File: src/rtl/cpu_run_monitor.sv
// cpu_run_monitor: run-control, event counters and post-mortem PC trace beside the multicycle CPU.
// Optional PC trace buffer is built only when CPU_MON_TRACE_EN is defined.
module cpu_run_monitor #(
    parameter int XLEN           = 64,
    parameter int STATE_W        = 5,
    parameter int CNT_W          = 32,
    parameter int TIMEOUT_CYCLES = 1000000,
    parameter int HANG_CYCLES    = 64,
    parameter int TRACE_DEPTH    = 16
) (
    input  logic                           clock,
    input  logic                           reset,
    input  logic [XLEN-1:0]                pc_i,
    input  logic [STATE_W-1:0]             estado_i,
    input  logic                           ir_write_i,
    input  logic                           reg_write_i,
    input  logic                           wr_data_mem_i,
    input  logic                           exc_i,
    output logic [CNT_W-1:0]               cycle_count_o,
    output logic [CNT_W-1:0]               instr_count_o,
    output logic [CNT_W-1:0]               reg_write_count_o,
    output logic [CNT_W-1:0]               mem_write_count_o,
    output logic                           stop_o,
    output logic [1:0]                     stop_cause_o,
    input  logic [$clog2(TRACE_DEPTH)-1:0] trace_rd_idx_i,
    output logic [XLEN-1:0]                trace_rd_pc_o,
    output logic [$clog2(TRACE_DEPTH):0]   trace_count_o
);
    localparam int IDX_W  = $clog2(TRACE_DEPTH);
    localparam int HANG_W = $clog2(HANG_CYCLES + 1);
    // A budget wider than the cycle counter can never be reached, so timeout is disabled then.
    localparam bit TIMEOUT_REACHABLE = ($clog2(TIMEOUT_CYCLES + 1) <= CNT_W);

    typedef enum logic {RUN = 1'b0, STOPPED = 1'b1} runState_t;

    runState_t          state;
    logic [CNT_W-1:0]   cycleCount, instrCount, regWriteCount, memWriteCount;
    logic [CNT_W-1:0]   cycleNext, instrNext, regWriteNext, memWriteNext;
    logic [XLEN-1:0]    pcQ;
    logic [STATE_W-1:0] estadoQ;
    logic               sampleValid;
    logic [HANG_W-1:0]  hangCnt, hangNext;
    logic [1:0]         stopCause;
    logic               hangHit, timeoutHit;

    function automatic logic [CNT_W-1:0] satInc(input logic [CNT_W-1:0] v, input logic en);
        return (en && (v != '1)) ? v + CNT_W'(1) : v;
    endfunction

    always_comb begin
        cycleNext    = satInc(cycleCount, 1'b1);
        instrNext    = satInc(instrCount, ir_write_i);
        regWriteNext = satInc(regWriteCount, reg_write_i);
        memWriteNext = satInc(memWriteCount, wr_data_mem_i);
        hangNext     = (sampleValid && (pc_i == pcQ) && (estado_i == estadoQ))
                       ? hangCnt + HANG_W'(1) : '0;
        hangHit      = (hangNext == HANG_W'(HANG_CYCLES));
        timeoutHit   = TIMEOUT_REACHABLE && (cycleNext == CNT_W'(TIMEOUT_CYCLES));
    end

    always_ff @(posedge clock) begin
        if (reset) begin
            state         <= RUN;
            cycleCount    <= '0;
            instrCount    <= '0;
            regWriteCount <= '0;
            memWriteCount <= '0;
            pcQ           <= '0;
            estadoQ       <= '0;
            sampleValid   <= 1'b0;
            hangCnt       <= '0;
            stopCause     <= 2'd0;
        end else if (state == RUN) begin
            cycleCount    <= cycleNext;
            instrCount    <= instrNext;
            regWriteCount <= regWriteNext;
            memWriteCount <= memWriteNext;
            pcQ           <= pc_i;
            estadoQ       <= estado_i;
            sampleValid   <= 1'b1;
            hangCnt       <= hangNext;
            // The cause is written once on the way into STOPPED; STOPPED freezes it.
            if (exc_i) begin
                state     <= STOPPED;
                stopCause <= 2'd3;
            end else if (hangHit) begin
                state     <= STOPPED;
                stopCause <= 2'd2;
            end else if (timeoutHit) begin
                state     <= STOPPED;
                stopCause <= 2'd1;
            end
        end
    end

    assign cycle_count_o     = cycleCount;
    assign instr_count_o     = instrCount;
    assign reg_write_count_o = regWriteCount;
    assign mem_write_count_o = memWriteCount;
    assign stop_o            = (state == STOPPED);
    assign stop_cause_o      = stopCause;

`ifdef CPU_MON_TRACE_EN
    logic [XLEN-1:0]  traceMem [TRACE_DEPTH];
    logic [IDX_W-1:0] wrPtr, rdAddr;
    logic [IDX_W:0]   traceCount;
    logic [XLEN-1:0]  rdPcQ;

    // wrPtr points at the next free slot, so the newest entry sits one below it.
    assign rdAddr = wrPtr - IDX_W'(1) - trace_rd_idx_i;

    always_ff @(posedge clock) begin
        if (reset) begin
            for (int i = 0; i < TRACE_DEPTH; i++) traceMem[i] <= '0;
            wrPtr      <= '0;
            traceCount <= '0;
            rdPcQ      <= '0;
        end else begin
            rdPcQ <= ({1'b0, trace_rd_idx_i} < traceCount) ? traceMem[rdAddr] : '0;
            if ((state == RUN) && ir_write_i) begin
                traceMem[wrPtr] <= pc_i;
                wrPtr           <= wrPtr + IDX_W'(1);
                if (traceCount != (IDX_W + 1)'(TRACE_DEPTH))
                    traceCount <= traceCount + (IDX_W + 1)'(1);
            end
        end
    end

    assign trace_rd_pc_o = rdPcQ;
    assign trace_count_o = traceCount;
`else
    logic unusedTraceIdx;
    assign unusedTraceIdx = ^trace_rd_idx_i;
    assign trace_rd_pc_o  = '0;
    assign trace_count_o  = '0;
`endif

endmodule

File: config.mk
export PLATFORM = sky130hd
export DESIGN_NAME = cpu_run_monitor
export DESIGN_NICKNAME = d
export VERILOG_FILES = /design/src/rtl/cpu_run_monitor.sv
export SDC_FILE = /design/constraint.sdc
export NUM_CORES = 1
export LEC_CHECK = 0
export CAP_MARGIN = 20
export CORE_MARGIN = 2
export CORE_UTILIZATION = 54
export CTS_BUF_LIST = sky130_fd_sc_hd__clkbuf_8 sky130_fd_sc_hd__clkbuf_16
export DETAILED_ROUTE_END_ITERATION = 8
export HOLD_SLACK_MARGIN = 0.06
export PLACE_DENSITY_LB_ADDON = 0.2
export SYNTH_ARGS = -nofsm -noshare
export SYNTH_HDL_FRONTEND = slang
export SYNTH_SLANG_ARGS = --single-unit
File: constraint.sdc
create_clock -name clock -period 3.8 [get_ports clock]
set_input_delay 0.57 -clock clock [delete_from_list [all_inputs] [get_ports clock]]
set_output_delay 0.57 -clock clock [all_outputs]
set_load 0.01 [all_outputs]
==> reports/metrics.yaml <==
critical-path-max-stage-delay_ns: 0.54
cts_hold_buffers: 0
async_flop_share_pct: 0
synth_xor_xnor_area_share_pct: 13.2
yosysUniqueCellTypes: 64
initial_utilization_pct: 54.8
gpl.final_weighted_congestion: 0.918
grt_pass1_vias: 8747
finalSetupTns_ns: 0
crit_fanout: 7
cts_max_path_buffers: 3
cts_post_setup_buffers_inserted: 0
synth.ff_latch_count: 208
crit_path_cell_trace: "ha_1 -> nand3_1 -> nor4_2 -> nand3_1 -> a311oi_1 -> o221ai_1 -> nor4_1 -> nand4b_1 -> o2111a_1"
antenna_found_initial: 0
drv_slew: 0
worst-endpoint-required_ns: 4.21
globalRouteTotalUtil_pct: 23.9
cts_buffers: 23
synthSimpleGateAreaFrac_pct: 29.4
synth_top_flop_cell: "dfxtp_1"
route.final.wire_length_um: 26800
min_period_ns: 3.17
grt-ovfl-total: 0
synth_mux_area_share_pct: 6.63
max-cap-violations: 0
cts_resized: 0
detail_route.iter0.violations: 554
worst_path_most_repeated_cell: "nand3_1"
cts.root.buffer_cell: "clkbuf_16"
placement.io_buffers: 205
layout-drive-gt1-share_pct: 4.06
cp_endpoint_kind: "register"
vdd_drop_max_mv: 0.312
syn-mean-instance-area_um2: 8.48
grt_pass1_wl_um: 43500
fillerInstances: 1630
layout-area-overhead-vs-synth_pct: 24.7
critPathBufInv: 0
routedWlPerCell_um: 15.1
io_pins: 279
area_taken_by_flip_flops_and_latches_um2: 4170
worstMarginPinSlew_ns: 1.00
p_leak_nw: 5.19
synth_edf_count: 0
detailed_place_hpwl_um: 19300
cp_data_arrival_time_ns: 3.58
die_footprint_um2: 21600
tritoncts: "built"
synth-compound-area-share_pct: 5.13
timing.clock.skew_ns: 0.0132
fin_nets: 1571
routed_via_density: 5.43
rsz_0062_raised_after_global_routing: "false"
finalWorstSetupSlack_ns: 0.630
clkLatencyLatePin_ns: 0.51
hp_class: "primary input to register"
diodes: 0
grt_start_max_net_pins: 66
synth_top_family_by_area: "simple AND/OR/NAND/NOR gates"
final_core_utilization_pct: 68.3
syn_area_um2: 11000
remaining_drc_errors: 0
critPathSlowestCell: "nor4_2"
outcome: "complete, no violations"
timing_limited_maximum_frequency_ghz: 0.315
place_worst_setup_slack_ns: 0.364
syn_inst: 1299
clock_tree.htree_level_count: 1
yosysSeqAreaShare_pct: 37.8
timing.final.crit_share_pct: 83.4
antenna_left: 0
placementRows: 52
die_height_um: 147
count_of_final_setup_violators: 0
total_power_mw: 4.88
multiInputGateArea_um2: 6310
drt-pass1-iter-count: 7
design.core.area_um2: 20100
cts.clk_slew.worst_paths_ns: 0.07
worstSetupStartpointType: "register"
ys.warnings.count: 0
numClockSinks: 208
timing_hold_violations_final: 0
yosys.area_share.adder_pct: 0.568
power.density_nw_per_um2: 355
worstSetupPathType: "register to register"
cp_top_family: "simple AND/OR/NAND/NOR gates"
relSlewSlack_pct: 32.7
die_width_um: 147
route.vias.total: 9632
## cells in the final DEF (no fill, tap or decap), types with 4 or more instances in the layout
master / netlist / routed
a21oi_1: 27 / 27
a31oi_1: 5 / 5
and2_1: 11 / 11
and3_1: 33 / 33
and4_1: 24 / 24
buf_4: 71 / 11
clkbuf_16: 0 / 24
clkbuf_8: 0 / 4
clkdlybuf4s50_1: 0 / 204
clkinv_2: 0 / 8
conb_1: 1 / 69
dfxtp_1: 208 / 207
ha_1: 5 / 5
inv_1: 16 / 21
mux2i_1: 73 / 73
nand2_1: 75 / 75
nand2b_1: 44 / 44
nand3_1: 59 / 59
nand4_1: 62 / 62
nor2_1: 208 / 208
nor2b_1: 11 / 11
nor3_1: 15 / 15
nor4_1: 30 / 30
nor4b_1: 4 / 4
o2111ai_1: 4 / 4
o21ai_0: 20 / 20
o31ai_1: 4 / 4
or2b_1: 4 / 4
or3_1: 16 / 16
or4_1: 6 / 6
xnor2_1: 52 / 52
xor2_1: 114 / 114
## synthesized netlist by cell type, drive strengths merged, types with 5 or more instances
master	instances	share of area [%]
mux2i	73	6.6
nor2b	11	0.62
nor2	208	7.1
xnor2	52	4.1
nor3	15	0.68
dfxtp	208	38
and2	11	0.62
nand2	75	2.6
a21oi	27	1.2
a31oi	5	0.28
and3	33	1.9
nand2b	46	2.7
buf	85	5.4
xor2	114	9.1
inv	16	0.55
or4	6	0.41
and4	24	1.9
nor4	31	1.8
nand4	62	3.5
or3	17	1.0
nand3	59	2.7
clkbuf	36	1.2
ha	5	0.57
o21ai	21	0.95
## per-layer routing
layer	wire (um)	GRT usage, %	vias up
li1	-	-	4762
met1	12200	32.5	4510
met2	12500	39.6	312
met3	1440	3.32	48
met4	696	7.38	0
met5	0	0	-
## where the power goes
group / internal [mW] / switching, mW
Sequential: 2.24 / 0.0561
Combinational: 0.220 / 0.254
Clock: 1.22 / 0.884
Total: 3.68 / 1.19
## worst register-to-register path, stage by stage, from the launching register on
cell and delay, ns:
dfxtp_1 0.44, ha_1 0.30, nand3_1 0.17, nor4_2 0.54
nand3_1 0.25, a311oi_1 0.38, o221ai_1 0.15, nor4_1 0.29
nand4b_1 0.25, o2111a_1 0.30
## final cells by class
cell class | count | share of cell area [%]
clock buffers | 28 | 4.77
inverters | 16 | 0.437
well taps | 270 | 2.46
multi-input cells | 1022 | 46.0
repair buffers | 216 | 15.5
clock inverters | 14 | 0.492
flip-flops and latches | 208 | 30.3
## path summary, 6_finish.rpt
path,from,end,slack (ns),cells past startpoint
hold reg to reg,sampleValid,sampleValid,0.48,2
hold / removal,reset,reg_write_count_o[10],0.47,2
setup reg to reg,cycle_count_o[0],stop_cause_o[1],0.63,9
setup / recovery,cycle_count_o[0],stop_cause_o[1],0.63,9
## flip-flops by register name, indices dropped and copies added (netlist names)
register,flops
mem_write_count_o,32
cycle_count_o,32
pcQ,64
stop_cause_o,2
reg_write_count_o,32
estadoQ,5
instr_count_o,32
stop_o,1
hangCnt,7
sampleValid,1
## metrics by stage
stage,hold slack [ns],instance area [um2],cells
after detailed placement,0.463,13000,1732
after floorplan,0.444,11300,1367
after global placement,0.458,13000,1732
after global routing,0.486,13700,1774
after CTS,0.461,13700,1774
final,0.471,13700,1774
## cells by family after synthesis
family / Yosys count
AO/OA/AOI/OAI: 85
buffers and inverters: 137
multiplexers: 73
AND/OR/NAND/NOR: 624
adder cells (fa/ha/maj): 5
XOR/XNOR: 166
other: 1
flip-flops: 208
No activity file was read; power rests on OpenSTA's default activity.
